===== src/rtl/alu_muldiv_if.sv =====
// Request/response bundle between the EX-stage issue logic and alu_muldiv.
// Latency: none, wires only.
// Backpressure: i_valid/o_ready handshake on requests; o_valid is a one-cycle pulse with no stall.
interface alu_muldiv_if #(
    parameter int DWIDTH = 32,
    parameter int FWIDTH = 5
);
    logic              i_valid;
    logic              o_ready;
    logic [DWIDTH-1:0] i_data_rs;
    logic [DWIDTH-1:0] i_data_rt;
    logic [FWIDTH-1:0] i_funct;
    logic              o_valid;
    logic [DWIDTH-1:0] o_alu_value;
    logic              o_zero;
    logic              o_overflow;

    modport master (
        output i_valid, i_data_rs, i_data_rt, i_funct,
        input  o_ready, o_valid, o_alu_value, o_zero, o_overflow
    );

    modport slave (
        input  i_valid, i_data_rs, i_data_rt, i_funct,
        output o_ready, o_valid, o_alu_value, o_zero, o_overflow
    );
endinterface


===== src/rtl/alu_muldiv.sv =====
// Clocked MIPS ALU; with ALU_MULDIV_EN adds iterative MULT/MULTU/DIV/DIVU into HI/LO plus MFHI/MFLO.
// Latency: single-cycle ops 1 cycle; multiply/divide DWIDTH+1 cycles from accept to result pulse.
// Backpressure: o_ready drops while multiply/divide runs and requests are ignored; without ALU_MULDIV_EN o_ready is tied high.
module alu_muldiv #(
    parameter int DWIDTH = 32,
    parameter int FWIDTH = 5
) (
    input  logic        i_clk,
    input  logic        i_rst,
    alu_muldiv_if.slave a
);
    localparam int MSB = DWIDTH - 1;
    localparam int SHW = $clog2(DWIDTH);

    localparam logic [FWIDTH-1:0] F_ADD  = FWIDTH'(0);
    localparam logic [FWIDTH-1:0] F_SUB  = FWIDTH'(1);
    localparam logic [FWIDTH-1:0] F_AND  = FWIDTH'(2);
    localparam logic [FWIDTH-1:0] F_OR   = FWIDTH'(3);
    localparam logic [FWIDTH-1:0] F_XOR  = FWIDTH'(4);
    localparam logic [FWIDTH-1:0] F_NOR  = FWIDTH'(5);
    localparam logic [FWIDTH-1:0] F_SLT  = FWIDTH'(6);
    localparam logic [FWIDTH-1:0] F_SLTU = FWIDTH'(7);
    localparam logic [FWIDTH-1:0] F_SLL  = FWIDTH'(8);
    localparam logic [FWIDTH-1:0] F_SRL  = FWIDTH'(9);
    localparam logic [FWIDTH-1:0] F_SRA  = FWIDTH'(10);

    logic [DWIDTH-1:0] rs, rt;
    logic [SHW-1:0]    shamt;
    logic [DWIDTH-1:0] add_res, sub_res;
    logic [DWIDTH-1:0] alu_res;
    logic              alu_ovf;
    logic              accept;
    logic              is_multi;
    logic              fix_vld;
    logic [DWIDTH-1:0] fix_lo;

    logic              res_vld;
    logic [DWIDTH-1:0] res_dat;
    logic              res_zero;
    logic              res_ovf;

    assign rs      = a.i_data_rs;
    assign rt      = a.i_data_rt;
    assign shamt   = rs[SHW-1:0];
    assign add_res = rs + rt;
    assign sub_res = rs - rt;
    assign accept  = a.i_valid & a.o_ready;

`ifdef ALU_MULDIV_EN
    localparam int CW = $clog2(DWIDTH + 1);

    localparam logic [FWIDTH-1:0] F_MULT  = FWIDTH'(11);
    localparam logic [FWIDTH-1:0] F_MULTU = FWIDTH'(12);
    localparam logic [FWIDTH-1:0] F_DIV   = FWIDTH'(13);
    localparam logic [FWIDTH-1:0] F_DIVU  = FWIDTH'(14);
    localparam logic [FWIDTH-1:0] F_MFHI  = FWIDTH'(16);
    localparam logic [FWIDTH-1:0] F_MFLO  = FWIDTH'(17);

    typedef enum logic [1:0] {S_IDLE, S_MUL, S_DIV, S_FIX} state_t;

    state_t              state, state_nxt;
    logic [CW-1:0]       cnt;
    logic [DWIDTH-1:0]   hi, lo;
    logic [DWIDTH-1:0]   opb;          // multiplicand or divisor magnitude
    logic [2*DWIDTH-1:0] work;         // {acc, multiplier} or {remainder, dividend/quotient}
    logic                neg_q, neg_r, is_div;
    logic                op_signed, op_div;
    logic [DWIDTH-1:0]   rs_abs, rt_abs;
    logic [DWIDTH-1:0]   mul_add;
    logic [DWIDTH:0]     mul_sum;
    logic [2*DWIDTH-1:0] mul_nxt;
    logic [DWIDTH:0]     div_sh;
    logic [DWIDTH+1:0]   div_trial;
    logic [2*DWIDTH-1:0] div_nxt;
    logic [2*DWIDTH-1:0] mul_full;
    logic [DWIDTH-1:0]   fix_hi;

    assign is_multi  = (a.i_funct == F_MULT) || (a.i_funct == F_MULTU) ||
                       (a.i_funct == F_DIV)  || (a.i_funct == F_DIVU);
    assign op_signed = (a.i_funct == F_MULT) || (a.i_funct == F_DIV);
    assign op_div    = (a.i_funct == F_DIV)  || (a.i_funct == F_DIVU);
    assign rs_abs    = (op_signed && rs[MSB]) ? -rs : rs;
    assign rt_abs    = (op_signed && rt[MSB]) ? -rt : rt;
    assign a.o_ready = (state == S_IDLE);
    assign fix_vld   = (state == S_FIX);
`else
    assign is_multi  = 1'b0;
    assign a.o_ready = 1'b1;
    assign fix_vld   = 1'b0;
    assign fix_lo    = '0;
`endif

    // Single-cycle result and overflow for the current request
    always_comb begin
        alu_res = '0;
        alu_ovf = 1'b0;
        case (a.i_funct)
            F_ADD: begin
                alu_res = add_res;
                alu_ovf = (rs[MSB] == rt[MSB]) && (add_res[MSB] != rs[MSB]);
            end
            F_SUB: begin
                alu_res = sub_res;
                alu_ovf = (rs[MSB] != rt[MSB]) && (sub_res[MSB] != rs[MSB]);
            end
            F_AND:  alu_res = rs & rt;
            F_OR:   alu_res = rs | rt;
            F_XOR:  alu_res = rs ^ rt;
            F_NOR:  alu_res = ~(rs | rt);
            F_SLT:  alu_res = {{(DWIDTH-1){1'b0}}, ($signed(rs) < $signed(rt))};
            F_SLTU: alu_res = {{(DWIDTH-1){1'b0}}, (rs < rt)};
            F_SLL:  alu_res = rt << shamt;
            F_SRL:  alu_res = rt >> shamt;
            F_SRA:  alu_res = $signed(rt) >>> shamt;
`ifdef ALU_MULDIV_EN
            F_MFHI: alu_res = hi;
            F_MFLO: alu_res = lo;
`endif
            default: ;
        endcase
    end

`ifdef ALU_MULDIV_EN
    // State register
    always_ff @(posedge i_clk or posedge i_rst) begin
        if (i_rst) state <= S_IDLE;
        else       state <= state_nxt;
    end

    // Next state: one pass of DWIDTH iterations, then one sign-fix cycle
    always_comb begin
        state_nxt = state;
        case (state)
            S_IDLE:       if (accept && is_multi) state_nxt = op_div ? S_DIV : S_MUL;
            S_MUL, S_DIV: if (cnt == CW'(1)) state_nxt = S_FIX;
            S_FIX:        state_nxt = S_IDLE;
            default:      state_nxt = S_IDLE;
        endcase
    end

    // One shift-add multiply step and one restoring divide step on unsigned magnitudes
    always_comb begin
        mul_add   = work[0] ? opb : '0;
        mul_sum   = {1'b0, work[2*DWIDTH-1:DWIDTH]} + {1'b0, mul_add};
        mul_nxt   = {mul_sum, work[DWIDTH-1:1]};
        div_sh    = work[2*DWIDTH-1:DWIDTH-1];
        // extra top bit keeps the borrow separate from a shifted-in remainder MSB
        div_trial = {1'b0, div_sh} - {2'b00, opb};
        if (div_trial[DWIDTH+1])
            div_nxt = {div_sh[DWIDTH-1:0], work[DWIDTH-2:0], 1'b0};
        else
            div_nxt = {div_trial[DWIDTH-1:0], work[DWIDTH-2:0], 1'b1};
    end

    // Sign correction and divide-by-zero override applied in S_FIX
    always_comb begin
        mul_full = neg_q ? -work : work;
        fix_hi   = mul_full[2*DWIDTH-1:DWIDTH];
        fix_lo   = mul_full[DWIDTH-1:0];
        if (is_div) begin
            fix_hi = neg_r ? -work[2*DWIDTH-1:DWIDTH] : work[2*DWIDTH-1:DWIDTH];
            fix_lo = (opb == '0) ? '1 : (neg_q ? -work[DWIDTH-1:0] : work[DWIDTH-1:0]);
        end
    end

    // Iterative datapath: latch magnitudes on accept, then step once per cycle
    always_ff @(posedge i_clk or posedge i_rst) begin
        if (i_rst) begin
            work   <= '0;
            opb    <= '0;
            cnt    <= '0;
            neg_q  <= 1'b0;
            neg_r  <= 1'b0;
            is_div <= 1'b0;
        end else begin
            case (state)
                S_IDLE: begin
                    if (accept && is_multi) begin
                        cnt    <= CW'(DWIDTH);
                        neg_q  <= op_signed & (rs[MSB] ^ rt[MSB]);
                        neg_r  <= op_signed & rs[MSB];
                        is_div <= op_div;
                        if (op_div) begin
                            work <= {{DWIDTH{1'b0}}, rs_abs};
                            opb  <= rt_abs;
                        end else begin
                            work <= {{DWIDTH{1'b0}}, rt_abs};
                            opb  <= rs_abs;
                        end
                    end
                end
                S_MUL: begin
                    work <= mul_nxt;
                    cnt  <= cnt - CW'(1);
                end
                S_DIV: begin
                    work <= div_nxt;
                    cnt  <= cnt - CW'(1);
                end
                default: ;
            endcase
        end
    end

    // HI/LO update when a multiply/divide completes
    always_ff @(posedge i_clk or posedge i_rst) begin
        if (i_rst) begin
            hi <= '0;
            lo <= '0;
        end else if (fix_vld) begin
            hi <= fix_hi;
            lo <= fix_lo;
        end
    end
`endif

    // Registered result, flags and one-cycle valid pulse
    always_ff @(posedge i_clk or posedge i_rst) begin
        if (i_rst) begin
            res_vld  <= 1'b0;
            res_dat  <= '0;
            res_zero <= 1'b0;
            res_ovf  <= 1'b0;
        end else begin
            res_vld <= 1'b0;
            if (fix_vld) begin
                res_vld  <= 1'b1;
                res_dat  <= fix_lo;
                res_zero <= (fix_lo == '0);
                res_ovf  <= 1'b0;
            end else if (accept && !is_multi) begin
                res_vld  <= 1'b1;
                res_dat  <= alu_res;
                res_zero <= (alu_res == '0);
                res_ovf  <= alu_ovf;
            end
        end
    end

    assign a.o_valid     = res_vld;
    assign a.o_alu_value = res_dat;
    assign a.o_zero      = res_zero;
    assign a.o_overflow  = res_ovf;
endmodule


===== src/flat_wrapper.sv =====
// flat-port wrapper written by rule: the top's interface ports become plain ports
module alu_muldiv_flat 
#(
    parameter int DWIDTH = 32,
    parameter int FWIDTH = 5
)
  (i_clk, i_rst, a_i_valid, a_i_data_rs, a_i_data_rt, a_i_funct, a_o_ready, a_o_valid, a_o_alu_value, a_o_zero, a_o_overflow);
  alu_muldiv_if #(.DWIDTH(DWIDTH), .FWIDTH(FWIDTH)) a_i ();
  input  logic i_clk;
  input  logic i_rst;
  input wire logic [$bits(a_i.i_valid)-1:0] a_i_valid;
  input wire logic [$bits(a_i.i_data_rs)-1:0] a_i_data_rs;
  input wire logic [$bits(a_i.i_data_rt)-1:0] a_i_data_rt;
  input wire logic [$bits(a_i.i_funct)-1:0] a_i_funct;
  output wire logic [$bits(a_i.o_ready)-1:0] a_o_ready;
  output wire logic [$bits(a_i.o_valid)-1:0] a_o_valid;
  output wire logic [$bits(a_i.o_alu_value)-1:0] a_o_alu_value;
  output wire logic [$bits(a_i.o_zero)-1:0] a_o_zero;
  output wire logic [$bits(a_i.o_overflow)-1:0] a_o_overflow;
  assign a_i.i_valid = a_i_valid;
  assign a_i.i_data_rs = a_i_data_rs;
  assign a_i.i_data_rt = a_i_data_rt;
  assign a_i.i_funct = a_i_funct;
  assign a_o_ready = a_i.o_ready;
  assign a_o_valid = a_i.o_valid;
  assign a_o_alu_value = a_i.o_alu_value;
  assign a_o_zero = a_i.o_zero;
  assign a_o_overflow = a_i.o_overflow;
  alu_muldiv #(.DWIDTH(DWIDTH), .FWIDTH(FWIDTH)) u_core (.i_clk(i_clk), .i_rst(i_rst), .a(a_i));
endmodule

===== config.mk =====
export PLATFORM = sky130hd
export DESIGN_NAME = alu_muldiv_flat
export DESIGN_NICKNAME = d
export VERILOG_FILES = /design/src/rtl/alu_muldiv_if.sv /design/src/rtl/alu_muldiv.sv /design/src/flat_wrapper.sv
export SDC_FILE = /design/constraint.sdc
export NUM_CORES = 1
export LEC_CHECK = 0
export CORE_AREA = 5 5 227 207
export DETAILED_ROUTE_END_ITERATION = 10
export DIE_AREA = 0 0 232 212
export PLACE_DENSITY_LB_ADDON = 0.3
export SYNTH_ARGS = -nofsm -noshare
export SYNTH_HDL_FRONTEND = slang
export SYNTH_SLANG_ARGS = --single-unit

===== constraint.sdc =====
create_clock -name i_clk -period 1.1 [get_ports i_clk]
set_input_delay 0.22 -clock i_clk [delete_from_list [all_inputs] [get_ports i_clk]]
set_output_delay 0.22 -clock i_clk [all_outputs]
set_load 0.1 [all_outputs]

==> impl_metrics.env, run 1 <==
export IMPL_ys_top_cells_by_area="ha_1, dfrtp_1, mux4_2"
export IMPL_yosysWarnings=0
export IMPL_clk_pin_slew_ns=0.05
export IMPL_seqCellArea_um2=918
export IMPL_die_area_um2=49200
export IMPL_core_area_um2=44600
export IMPL_worst_slack_ns=-2.41
export IMPL_post_place_ws_ns=-3.35
export IMPL_die_x_um=232
export IMPL_arrival_ns=3.68
export IMPL_maxSlewHeadroom=0.471
export IMPL_layout_min_cycle_time_ns=3.51
export IMPL_ant_nets=0
export IMPL_nFillCells=4347
export IMPL_drive_above_1_share=0.595
export IMPL_stdcell_count=2919
export IMPL_crit_type="primary input to flip-flop"
export IMPL_port_buffers=106
export IMPL_ys_flop_type="dfrtp_1"
export IMPL_grt_max_degree=54
export IMPL_htreeDepth=2
export IMPL_area_growth_synth_to_final_pct=104
export IMPL_gp_congestion=0.976
export IMPL_ys_ff_latch=35
export IMPL_vias_per_cell=5.51
export IMPL_vias=16100
export IMPL_die_y_um=212
export IMPL_cp_cell_sequence="buf_8 -> buf_12 -> buf_8 -> buf_4 -> buf_4 -> mux2_2 -> mux2i_1 -> o31a_1 -> a31oi_2 -> a2111o_1 -> a2111oi_4 -> nand4_1 -> nor3_2 -> and4b_1 -> nand4_1 -> o41ai_2"
export IMPL_finClkSkew_ns=0
export IMPL_hpwl_um=55700
export IMPL_violations="negative setup slack"
export IMPL_grt_overflow=0
export IMPL_cts_tree="built"
export IMPL_drc=0
export IMPL_async_flop_share=1.00
export IMPL_finalMaxSlewViolations=0
export IMPL_tightest_slew_ns=0.783
export IMPL_clk_latency_ns=0.28
export IMPL_root_buffer="clkbuf_16"
export IMPL_grt_pass1_wl_um=103000
export IMPL_synth_edf_count=0
export IMPL_numCtsBuffers=5
export IMPL_syn_cell_area_um2=10900
export IMPL_cts_num_sinks=35
export IMPL_io_pins=108
export IMPL_maxCapViolations=0
export IMPL_drtPass1Iterations=8
export IMPL_finalCritPeriodShare=3.19
export IMPL_path_max_fanout=5
export IMPL_synth_cells=1492
export IMPL_leakagePower_nw=9.70
export IMPL_grt_setup_unrepaired="true"
export IMPL_max_stage_delay_ns=0.57
export IMPL_hold_violations=0
export IMPL_cpMaxStageDelayCell="a2111o_1"
export IMPL_nets=2480
export IMPL_status="complete, but fails checks"
export IMPL_post_drt_wl_per_cell_um=24.3
export IMPL_syn_area_per_cell_um2=7.31
export IMPL_rows=74
export IMPL_power_density_nw_per_um2=721
export IMPL_cp_required_ns=1.28
export IMPL_wl_um=70900
export IMPL_synth_top_cell_area_share=0.112
export IMPL_multi_input_area_um2=11600
export IMPL_hp_class="primary input to async pin"
export IMPL_ys_seq_area_frac=0.0803
export IMPL_antenna_found_initial=1
export IMPL_grtUsageTotal=0.276
export IMPL_final_cell_area_um2=22200
export IMPL_vdd_drop_max_mv=0.666
export IMPL_cts_buffer_depth=2
export IMPL_yosysTopAreaCell="ha_1"
export IMPL_synth_distinct_cells=92
export IMPL_drtIter0Drc=1470
export IMPL_start_util=0.245
export IMPL_post_synth_top_count_cell="nor2_1"
export IMPL_synth_common_cells="nor2_1, a21oi_1, nand2_1"
export IMPL_end_kind="flip-flop"
export IMPL_clock_fmax_mhz=285
export IMPL_grt_pass1_vias=16100
export IMPL_syn_num_nets=1664
export IMPL_critPathLaunchType="primary input"
export IMPL_placedCellCount=2748
export IMPL_dpl_cell_area_um2=18000
export IMPL_setup_viol_count_final=38
[cell usage in the layout, fill, tap and decap left out, drive strengths merged, types with 35 or more instances in the layout]
master and instances:
nand2 118, mux2 43, a21oi 126, ha 98, mux4 40, inv 98, nor2 147, buf 881
o21ai 72, nand3 44, dfrtp 35, mux2i 53
[stage by stage]
step / hold slack, ns / utilization / setup TNS, ns / power [mW]
after floorplan: 0.251 / - / -51.33 / 6.69
after global placement: 0.459 / 0.404 / -84.14 / 11.9
after detailed placement: 0.460 / 0.404 / -84.64 / 12.0
after CTS: 0.162 / 0.474 / -56.78 / 15.2
after global routing: 0.169 / 0.498 / -59.43 / 16.7
final: 0.159 / 0.498 / -57.00 / 16.0
[flip-flops by register name, summed over array words and instances (netlist names)]
| name | count |
|---|---|
| u_core.a.o_alu_value | 32 |
| u_core.a.o_overflow | 1 |
| u_core.a.o_valid | 1 |
| u_core.a.o_zero | 1 |
[repair_timing]
| action | 4_1_cts | 5_1_grt |
|---|---|---|
| setup endpoints to repair | 63 | 68 |
| gates cloned | 2 | 1 |
| buffers inserted | 135 | 50 |
| gates resized for setup | 582 | 186 |
| pin swaps | 107 | 94 |
| hold buffers | 0 | 0 |
[layer usage]
| layer | up-vias | GRT usage | wire length (um) |
|---|---|---|---|
| met2 | 771 | 0.430 | 31500 |
| met5 | - | 0 | 0 |
| met1 | 7832 | 0.369 | 29900 |
| li1 | 7334 | - | - |
| met3 | 155 | 0.0605 | 5930 |
| met4 | 0 | 0.121 | 3530 |
[worst max-delay path, delay by kind of cell]
kind,cells,cell delay (ns)
compound gates,5,1.41
buf+inv,5,0.63
mux,2,0.54
simple gates,4,0.88
[worst paths after layout]
kind / startpoint / end / slack, ns / cells past startpoint
min: i_rst / u_core.a.o_alu_value[28]$_DFFE_PP0P_ / 0.16 / 2
min in group i_clk: u_core.a.o_alu_value[17]$_DFFE_PP0P_ / u_core.a.o_alu_value[17]$_DFFE_PP0P_ / 0.55 / 1
min reg2reg: u_core.a.o_alu_value[17]$_DFFE_PP0P_ / u_core.a.o_alu_value[17]$_DFFE_PP0P_ / 0.55 / 1
max in group asynchronous: i_rst / u_core.a.o_alu_value[5]$_DFFE_PP0P_ / 0.53 / 3
max: a_i_data_rs[1] / u_core.a.o_zero$_DFFE_PP0P_ / -2.41 / 16
max reg2reg: u_core.a.o_alu_value[7]$_DFFE_PP0P_ / u_core.a.o_alu_value[7]$_DFFE_PP0P_ / 0.17 / 2
[final cells by class]
type / count / share of cell area
antenna: 2 / 0.000225
clock buffer: 6 / 0.00625
clock inverter: 2 / 0.00158
inverter: 103 / 0.0198
multi-input combinational: 1236 / 0.521
sequential: 35 / 0.0413
tap: 608 / 0.0342
timing repair buffer: 927 / 0.375
[power breakdown]
group	switching, mW	internal, mW	total [mW]
combinational	6.68	5.97	12.7
clock	0.530	1.13	1.66
sequential	0.209	1.50	1.71
[cell families (layout without fill, tap and decap cells)]
group | after synthesis | after routing | share of synthesized area
AND/OR/NAND/NOR | 489 | 489 | 0.217
flip-flops | 35 | 35 | 0.0803
XOR/XNOR | 7 | 7 | 0.00562
adder cells (fa/ha/maj) | 100 | 100 | 0.116
multiplexers | 136 | 136 | 0.177
AO/OA/AOI/OAI | 503 | 503 | 0.321
buffers and inverters | 221 | 1038 | 0.0829
other | 1 | 3 | 0.000344
(Power assumes the default switching activity.)
==> run 2, diff against run 1 <==
--- a/config.mk
+++ b/config.mk
@@ -8,7 +8,8 @@
 export CORE_AREA = 5 5 227 207
 export DETAILED_ROUTE_END_ITERATION = 10
 export DIE_AREA = 0 0 232 212
-export PLACE_DENSITY_LB_ADDON = 0.3
+export GPL_ROUTABILITY_DRIVEN = 0
+export HOLD_SLACK_MARGIN = 0.02
 export SYNTH_ARGS = -nofsm -noshare
 export SYNTH_HDL_FRONTEND = slang
 export SYNTH_SLANG_ARGS = --single-unit
==> run 2 against run 1 <==
The run still ends with negative setup slack left. Clock power fell by 19%. Worst setup slack improved by 0.10 ns. Final cell count is 3.1% lower. Highest routed layer unchanged. Sequential power barely moved. Largest power group unchanged. Sequential cell count did not move.
==> impl_metrics.env, run 2 (synthesis results as in run 1) <==
export IMPL_layout_common_cells="buf_4, nor2_1, nand2_1, buf_6, a21oi_1"
export IMPL_cts_tree="built"
export IMPL_tightest_slew_ns=0.950
export IMPL_hp_class="primary input to async pin"
export IMPL_maxSlewHeadroom=0.362
export IMPL_clk_pin_slew_ns=0.05
export IMPL_ff2ff_setup_slack_ns=0.17
export IMPL_post_drt_wl_per_cell_um=23.2
export IMPL_setup_viol_count_final=40
export IMPL_hold_buffers=0
export IMPL_final_common_cell="buf_4"
export IMPL_placedCellCount=2683
export IMPL_clk_latency_ns=0.27
export IMPL_root_buffer="clkbuf_16"
export IMPL_cpMaxStageDelayCell="mux4_2"
export IMPL_grt_pass1_vias=16200
export IMPL_r2r_start="u_core.a.o_alu_value[2]$_DFFE_PP0P_"
export IMPL_die_area_um2=49200
export IMPL_antennaDiodeCount=0
export IMPL_cp_required_ns=1.28
export IMPL_port_buffers=106
export IMPL_path_max_fanout=7
export IMPL_critPathLaunchType="primary input"
export IMPL_finClkSkew_ns=0
export IMPL_hold_violations=0
export IMPL_grt_max_degree=54
export IMPL_crit_type="primary input to flip-flop"
export IMPL_vias_per_cell=5.81
export IMPL_htreeDepth=2
export IMPL_drc=0
export IMPL_end_kind="flip-flop"
export IMPL_status="complete, but fails checks"
export IMPL_grt_pass1_wl_um=96900
export IMPL_io_pins=108
export IMPL_final_cell_area_um2=21000
export IMPL_worst_slack_ns=-2.30
export IMPL_drtIter0Drc=2378
export IMPL_ant_nets=0
export IMPL_die_y_um=212
export IMPL_drtPass1Iterations=7
export IMPL_area_growth_synth_to_final_pct=92.4
export IMPL_arrival_ns=3.58
export IMPL_cts_num_sinks=35
export IMPL_finalCritPeriodShare=3.09
export IMPL_largest_reg_flops=32
export IMPL_start_util=0.245
export IMPL_cp_cell_sequence="buf_8 -> buf_12 -> buf_12 -> mux4_2 -> mux2_4 -> nor2_4 -> a211oi_4 -> a2111o_1 -> a2111oi_1 -> nand4_1 -> nor3_1 -> and4b_2 -> nand4_1 -> o41ai_2"
export IMPL_power_density_nw_per_um2=725
export IMPL_core_area_um2=44600
export IMPL_antenna_found_initial=0
export IMPL_finalMaxSlewViolations=0
export IMPL_clock_fmax_mhz=294
export IMPL_grtUsageTotal=0.251
export IMPL_maxCapViolations=0
export IMPL_leakagePower_nw=9.14
export IMPL_hpwl_um=49100
export IMPL_layout_min_cycle_time_ns=3.40
export IMPL_grt_setup_unrepaired="true"
export IMPL_max_stage_delay_ns=0.56
export IMPL_cts_buffer_depth=2
export IMPL_numCtsBuffers=5
export IMPL_wl_um=65600
export IMPL_rows=74
export IMPL_dpl_cell_area_um2=17500
export IMPL_crit_start="a_i_data_rs[0]"
export IMPL_stdcell_count=2828
export IMPL_vias=16400
export IMPL_nFillCells=4149
export IMPL_violations="negative setup slack"
export IMPL_drive_above_1_share=0.564
export IMPL_vdd_drop_max_mv=0.537
export IMPL_die_x_um=232
export IMPL_nets=2391
export IMPL_grt_overflow=0
-- run 2: critical path: cells and delay by family --
kind                   cells  cell delay, ns
and+or+nand+nor            5            0.91
AOI/OAI and AO/OA          4            1.21
muxes                      2            0.87
buffers and inverters      3            0.35
-- run 2: per-stage QoR --
step	util	setup TNS (ns)	hold slack (ns)	power [mW]	worst slack [ns]
3_5_place_dp	0.391	-81.88	0.537	11.5	-3.17
4_1_cts	0.457	-54.22	0.294	14.5	-2.25
5_1_grt	0.470	-59.55	0.327	15.8	-2.52
2_1_floorplan	-	-51.33	0.251	6.69	-2.11
3_3_place_gp	0.391	-80.37	0.532	11.4	-3.07
6_report	0.470	-57.04	0.289	15.2	-2.30
-- run 2: worst paths after layout --
kind,cells after the start,endpoint
worst min-delay path,3,u_core.a.o_alu_value[17]$_DFFE_PP0P_
worst min register to register,1,u_core.a.o_alu_value[3]$_DFFE_PP0P_
worst max register to register,2,u_core.a.o_alu_value[2]$_DFFE_PP0P_
worst max-delay path,14,u_core.a.o_zero$_DFFE_PP0P_
min in group i_clk,1,u_core.a.o_alu_value[3]$_DFFE_PP0P_
max in group asynchronous,3,u_core.a.o_alu_value[7]$_DFFE_PP0P_
-- run 2: area by class of cell --
cell class | instances | area [um2] | area share
timing repair buffer | 838 | 7510 | 0.358
inverter | 103 | 420 | 0.0200
clock inverter | 1 | 5.00 | 0.000238
sequential | 35 | 918 | 0.0437
tap | 608 | 761 | 0.0362
multi-input combinational | 1236 | 11200 | 0.536
clock buffer | 7 | 133 | 0.00632
-- run 2: per-layer routing --
layer  up-vias  track usage  part of all wire
met1      7723        0.330              0.39
li1       7129            -                 -
met2      1280        0.389              0.43
met5         -            0                 0
met4         0        0.136             0.076
met3       305       0.0495              0.11
-- run 2: where the power goes --
part	switching, mW	internal [mW]	leakage, nW
Combinational	6.51	5.64	8.69
Sequential	0.203	1.50	0.385
Clock	0.517	0.836	0.0679
Total	7.23	7.98	9.14
-- run 2: what timing repair did --
| item | in CTS | in global routing |
|---|---|---|
| pin swaps | 143 | 84 |
| setup buffers | 125 | 40 |
| gates resized for setup | 569 | 117 |
| cloned | 5 | 0 |
| endpoints found under the setup margin | 60 | 69 |
==> RTL change 1: new RTL, config.mk and constraints of run 1 <==
`FWIDTH` is set to 5 in 3 places; all go to 6.
--- a/src/rtl/alu_muldiv_if.sv
+++ b/src/rtl/alu_muldiv_if.sv
@@ -5,3 +5,3 @@
     parameter int DWIDTH = 32,
-    parameter int FWIDTH = 5
+    parameter int FWIDTH = 6
 );
--- a/src/rtl/alu_muldiv.sv
+++ b/src/rtl/alu_muldiv.sv
@@ -5,3 +5,3 @@
     parameter int DWIDTH = 32,
-    parameter int FWIDTH = 5
+    parameter int FWIDTH = 6
 ) (
--- a/src/flat_wrapper.sv
+++ b/src/flat_wrapper.sv
@@ -4,3 +4,3 @@
     parameter int DWIDTH = 32,
-    parameter int FWIDTH = 5
+    parameter int FWIDTH = 6
 )
Ports: changed (resized a_i_funct); port bits go from 108 to 109. The function was not compared with the original's and may differ.
==> RTL change 1 against run 1 <==
  * The flow still finishes with violations (negative setup slack)
  * Total power decreased by 3.1%
  * Non-clock buffer count shrank 10
  * Sequential cell count unchanged
  * Maximum frequency up 7.2%
  * Wire length rose by 11%
  * Worst setup slack improved by 230 ps
  * Synthesized area is 5.7% higher
  * Largest power group unchanged
  * Final area up 3.1%
==> RTL change 1: results (changes against run 1) <==
Parameter                              Value

Global route
  Global-route wire length before repair    112,600 µm (+9.2%)
  Number of global-route vias before repair    16,580 (+2.7%)
  Maximum number of pins on one net before global-route repair    77 (+43%)

Synthesis
  Xor and xnor fraction of the mapped netlist area    0.6834% (+0.12 points)
  Portion of the post-synthesis area used by sequential elements    7.593% (-0.43 points)
  Post-synth top cells    sky130_fd_sc_hd__nor2_1 (159), sky130_fd_sc_hd__nand2_1 (141), sky130_fd_sc_hd__a21oi_1 (125)
  Share of synthesized cell area in full adder, half adder and majority cells    10.98% (-0.63 points)
  Yosys cell types    97 (+5.4%)
  Syn Nets    1,767 (+6.2%)
  Average instance area after synthesis    7.236 µm² (-1.1%)
  Compound-gate portion of the synthesized area    32.80% (+0.72 points)
  Portion of netlist area occupied by mux cells    16.88% (-0.81 points)

Place
  Post-detail-place hpwl    62,810 µm (+13%)
  Routability congestion estimate    1.073 (+9.9%)
  Cell count after placement    2,838 (+3.3%)
  Worst slack, placed    -3429 ps (-81.90 ps)
  Cell Area, Placed    18,550 µm² (+2.9%)

STA
  Setup slack of the critical path after layout    -2171 ps (+234.2 ps)
  Total negative setup slack    -53,780 ps (+3216 ps)
  Final setup vio count    50 (+32%)

CTS
  PostCTS Resize Cnt    669 (+15%)
  Post-CTS setup buffer count    94 (-30%)

Status
  Run status    finished with violations
  Violations in the final reports    negative setup slack

Power
  Combinational fraction of design power    80.2% (+1.2 points)
  Leakage component of the power    9.845 nW (+1.5%)
  Power Internal    0.008068 W (-6.2%)
  Power consumed by the clock network    0.00142 W (-14%)
  Worst voltage drop across the vdd grid    700.3 µV (+5.1%)
  Clock power frac    9.1% (-1.2 points)

Worst setup path
  Highest net fanout along the worst path    4 (-1)
  Cell with the biggest individual delay on the critical path    sky130_fd_sc_hd__fa_2
  Worst r2r src    u_core.a.o_alu_value[14]
  Startpoint of the worst setup timing path    a_i_data_rs[0]
  Endpoint of the most critical register-to-register path    u_core.a.o_alu_value[14]
  R2R cell count    1 (-1)
  Max incr delay on CP    430 ps (-140 ps)
  Setup slack of the most critical reg-to-reg path    280 ps (+110 ps)

Route
  Number of violations reported at the end of detailed-routing iteration 0    1,799 (+22%)
  Detailed-router iteration count before antenna repair    6 (-2)
  Routed via count divided by cell count    5.689 (+3.2%)

Layout
  Final nets    2,553 (+2.9%)
  Final instance count without filler cells    2,990 (+2.4%)
  Share of post-route cells with drive strength above 1    60.65% (+1.1 points)
RTL change 1: cell type report:
class	count	area, µm²
fillers	4326	21720
diodes	1	2.502
inverters	104	442.9
clock buffers	5	125.1
repair buffers	917	8198
flip-flops and latches	35	918.4
well taps	608	760.7
multi-input cells	1317	12440
clock inverters	3	20.02
RTL change 1: layer usage:
| metal | wire (µm) | GRT usage (%) | vias to the layer above |
|---|---|---|---|
| met3 | 6307 | 4.420 | 178 |
| met5 | 0 | 0 | - |
| met1 | 32910 | 40.99 | 8317 |
| met4 | 4054 | 11.71 | 0 |
| met2 | 35450 | 48.95 | 878 |
| li1 | - | - | 7638 |
RTL change 1: cell families after synthesis:
group,after synthesis
AO/OA/AOI/OAI,545
AND/OR/NAND/NOR,532
buffers and inverters,242
multiplexers,130
adder cells (fa/ha/maj),100
flip-flops,35
XOR/XNOR,9
other,1
==> RTL change 2: new RTL, config.mk and constraints of run 1 <==
Made on the original files. Remove the case item `F_SLL` of the case on `a.i_funct`.
--- a/src/rtl/alu_muldiv.sv
+++ b/src/rtl/alu_muldiv.sv
@@ -111,3 +111,2 @@
             F_SLTU: alu_res = {{(DWIDTH-1){1'b0}}, (rs < rt)};
-            F_SLL:  alu_res = rt << shamt;
             F_SRL:  alu_res = rt >> shamt;
Formal check against the unedited RTL: not equivalent (Yosys sat finds a counterexample within 4 cycles, from zero or initial values and one cycle with i_rst high).
==> RTL change 2 against run 1 <==
  * The flow still finishes with violations (negative setup slack)
  * First-iteration DRC count is 26% lower
  * Synthesized area is 15% lower
  * Final area fell by 16%
  * Sequential cell count is the same
  * Total power decreased by 14%
  * Non-clock buffer count shrank 148
  * Worst setup slack lost 78 ps
  * Critical path type unchanged
  * Via count decreased by 18%
  * Core utilization shrank 7.7 points
  * Sequential power is 4% lower
  * Wire length shrank 19%
  * Count of clock-buffer cells in the layout stayed put
  * Clock skew did not move
  * Cell count shrank 11%
==> RTL change 2: results (changes against run 1) <==
Parameter                              Value

Layout
  Share of post-route cells with drive strength above 1    57.60% (-2.0 points)
  Final nets    2,157 (-13%)
  Filler cell count    4,515 (+3.9%)

Place
  Cell count after placement    2,472 (-10%)
  Cell Area, Placed    15,380 µm² (-15%)
  Worst slack, placed    -3394 ps (-47.57 ps)
  Post-detail-place hpwl    45,940 µm (-18%)

Power
  Sequential Power    0.00164 W (-4%)
  Power Internal    0.007385 W (-14%)
  Comb power    0.0107 W (-16%)
  Leakage component of the power    8.341 nW (-14%)

Global route
  Fraction of met1 tracks used by global routing    30.88% (-6.0 points)
  Number of global-route vias before repair    13,480 (-17%)
  Global-route wire length before repair    84,400 µm (-18%)
  Met2 Resource Use GR    36.09% (-6.9 points)
  Met3 routing resource usage after global routing    3.886% (-2.2 points)
  GRT Total Usage    22.40% (-5.2 points)
  Maximum number of pins on one net before global-route repair    62 (+15%)

Worst setup path
  Max incr delay on CP    450 ps (-120 ps)
  Highest net fanout along the worst path    4 (-1)
  Cell with the biggest individual delay on the critical path    sky130_fd_sc_hd__or4_4
  Kind of cell adding the most delay to the critical path    simple AND/OR/NAND/NOR gates
  Worst Path Arrival    3780 ps (+100 ps)
  Worst r2r src    u_core.a.o_alu_value[11]
  Startpoint of the worst setup timing path    a_i_data_rs[0]

Route
  Total length of routed met2 wires    25,500 µm (-19%)
  Total vias in the final route    13,230 (-18%)
  WL/cell    22.09 µm (-9.1%)
  Detailed-router iteration count before antenna repair    5 (-3)
  Number of violations reported at the end of detailed-routing iteration 0    1,092 (-26%)

Status
  Violations in the final reports    negative setup slack
  Run status    finished with violations

Synthesis
  Portion of netlist area occupied by mux cells    11.45% (-6.2 points)
  Post-synth top cells    sky130_fd_sc_hd__nor2_1 (138), sky130_fd_sc_hd__a21oi_1 (135), sky130_fd_sc_hd__nand2_1 (102)
  Share of synthesized cell area in full adder, half adder and majority cells    13.46% (+1.9 points)
  Portion of the post-synthesis area used by sequential elements    9.495% (+1.5 points)
  Syn Nets    1,460 (-12%)
  Average instance area after synthesis    7.150 µm² (-2.2%)
  Largest cells by area after synthesis    sky130_fd_sc_hd__ha_1 (13%), sky130_fd_sc_hd__dfrtp_1 (9.5%), sky130_fd_sc_hd__a21oi_1 (7.3%)

STA
  Setup slack of the critical path after layout    -2483 ps (-77.74 ps)
  Period utilization    325.7% (+7.1 points)
  Final setup vio count    58 (+53%)
RTL change 2: layout make-up:
class	count	area (µm²)	share of cell area, %
Tap cell	608	760.7	4.054
Multi-Input combinational cell	1068	9548	50.88
Inverter	98	412.9	2.200
Sequential cell	35	918.4	4.894
Antenna cell	1	2.502	0.01333
Timing Repair Buffer	779	6983	37.21
Clock inverter	2	12.51	0.06667
Clock buffer	6	128.9	0.6867
RTL change 2: what timing repair did:
item	4_1_cts	5_1_grt
cloned	2	0
pin swaps	121	83
gates resized for setup	566	139
buffers inserted	94	34
setup endpoints to repair	68	68
RTL change 2: per-stage QoR:
| step | power, W | hold slack (ps) | TNS, ps |
|---|---|---|---|
| floorplan | 0.005776 | 251.5 | -59560 |
| global placement | 0.01024 | 510.1 | -94440 |
| detailed placement | 0.01024 | 516.9 | -86650 |
| CTS | 0.01314 | 295.1 | -55210 |
| global route | 0.01441 | 345.4 | -59970 |
| finish | 0.01377 | 285.8 | -57130 |
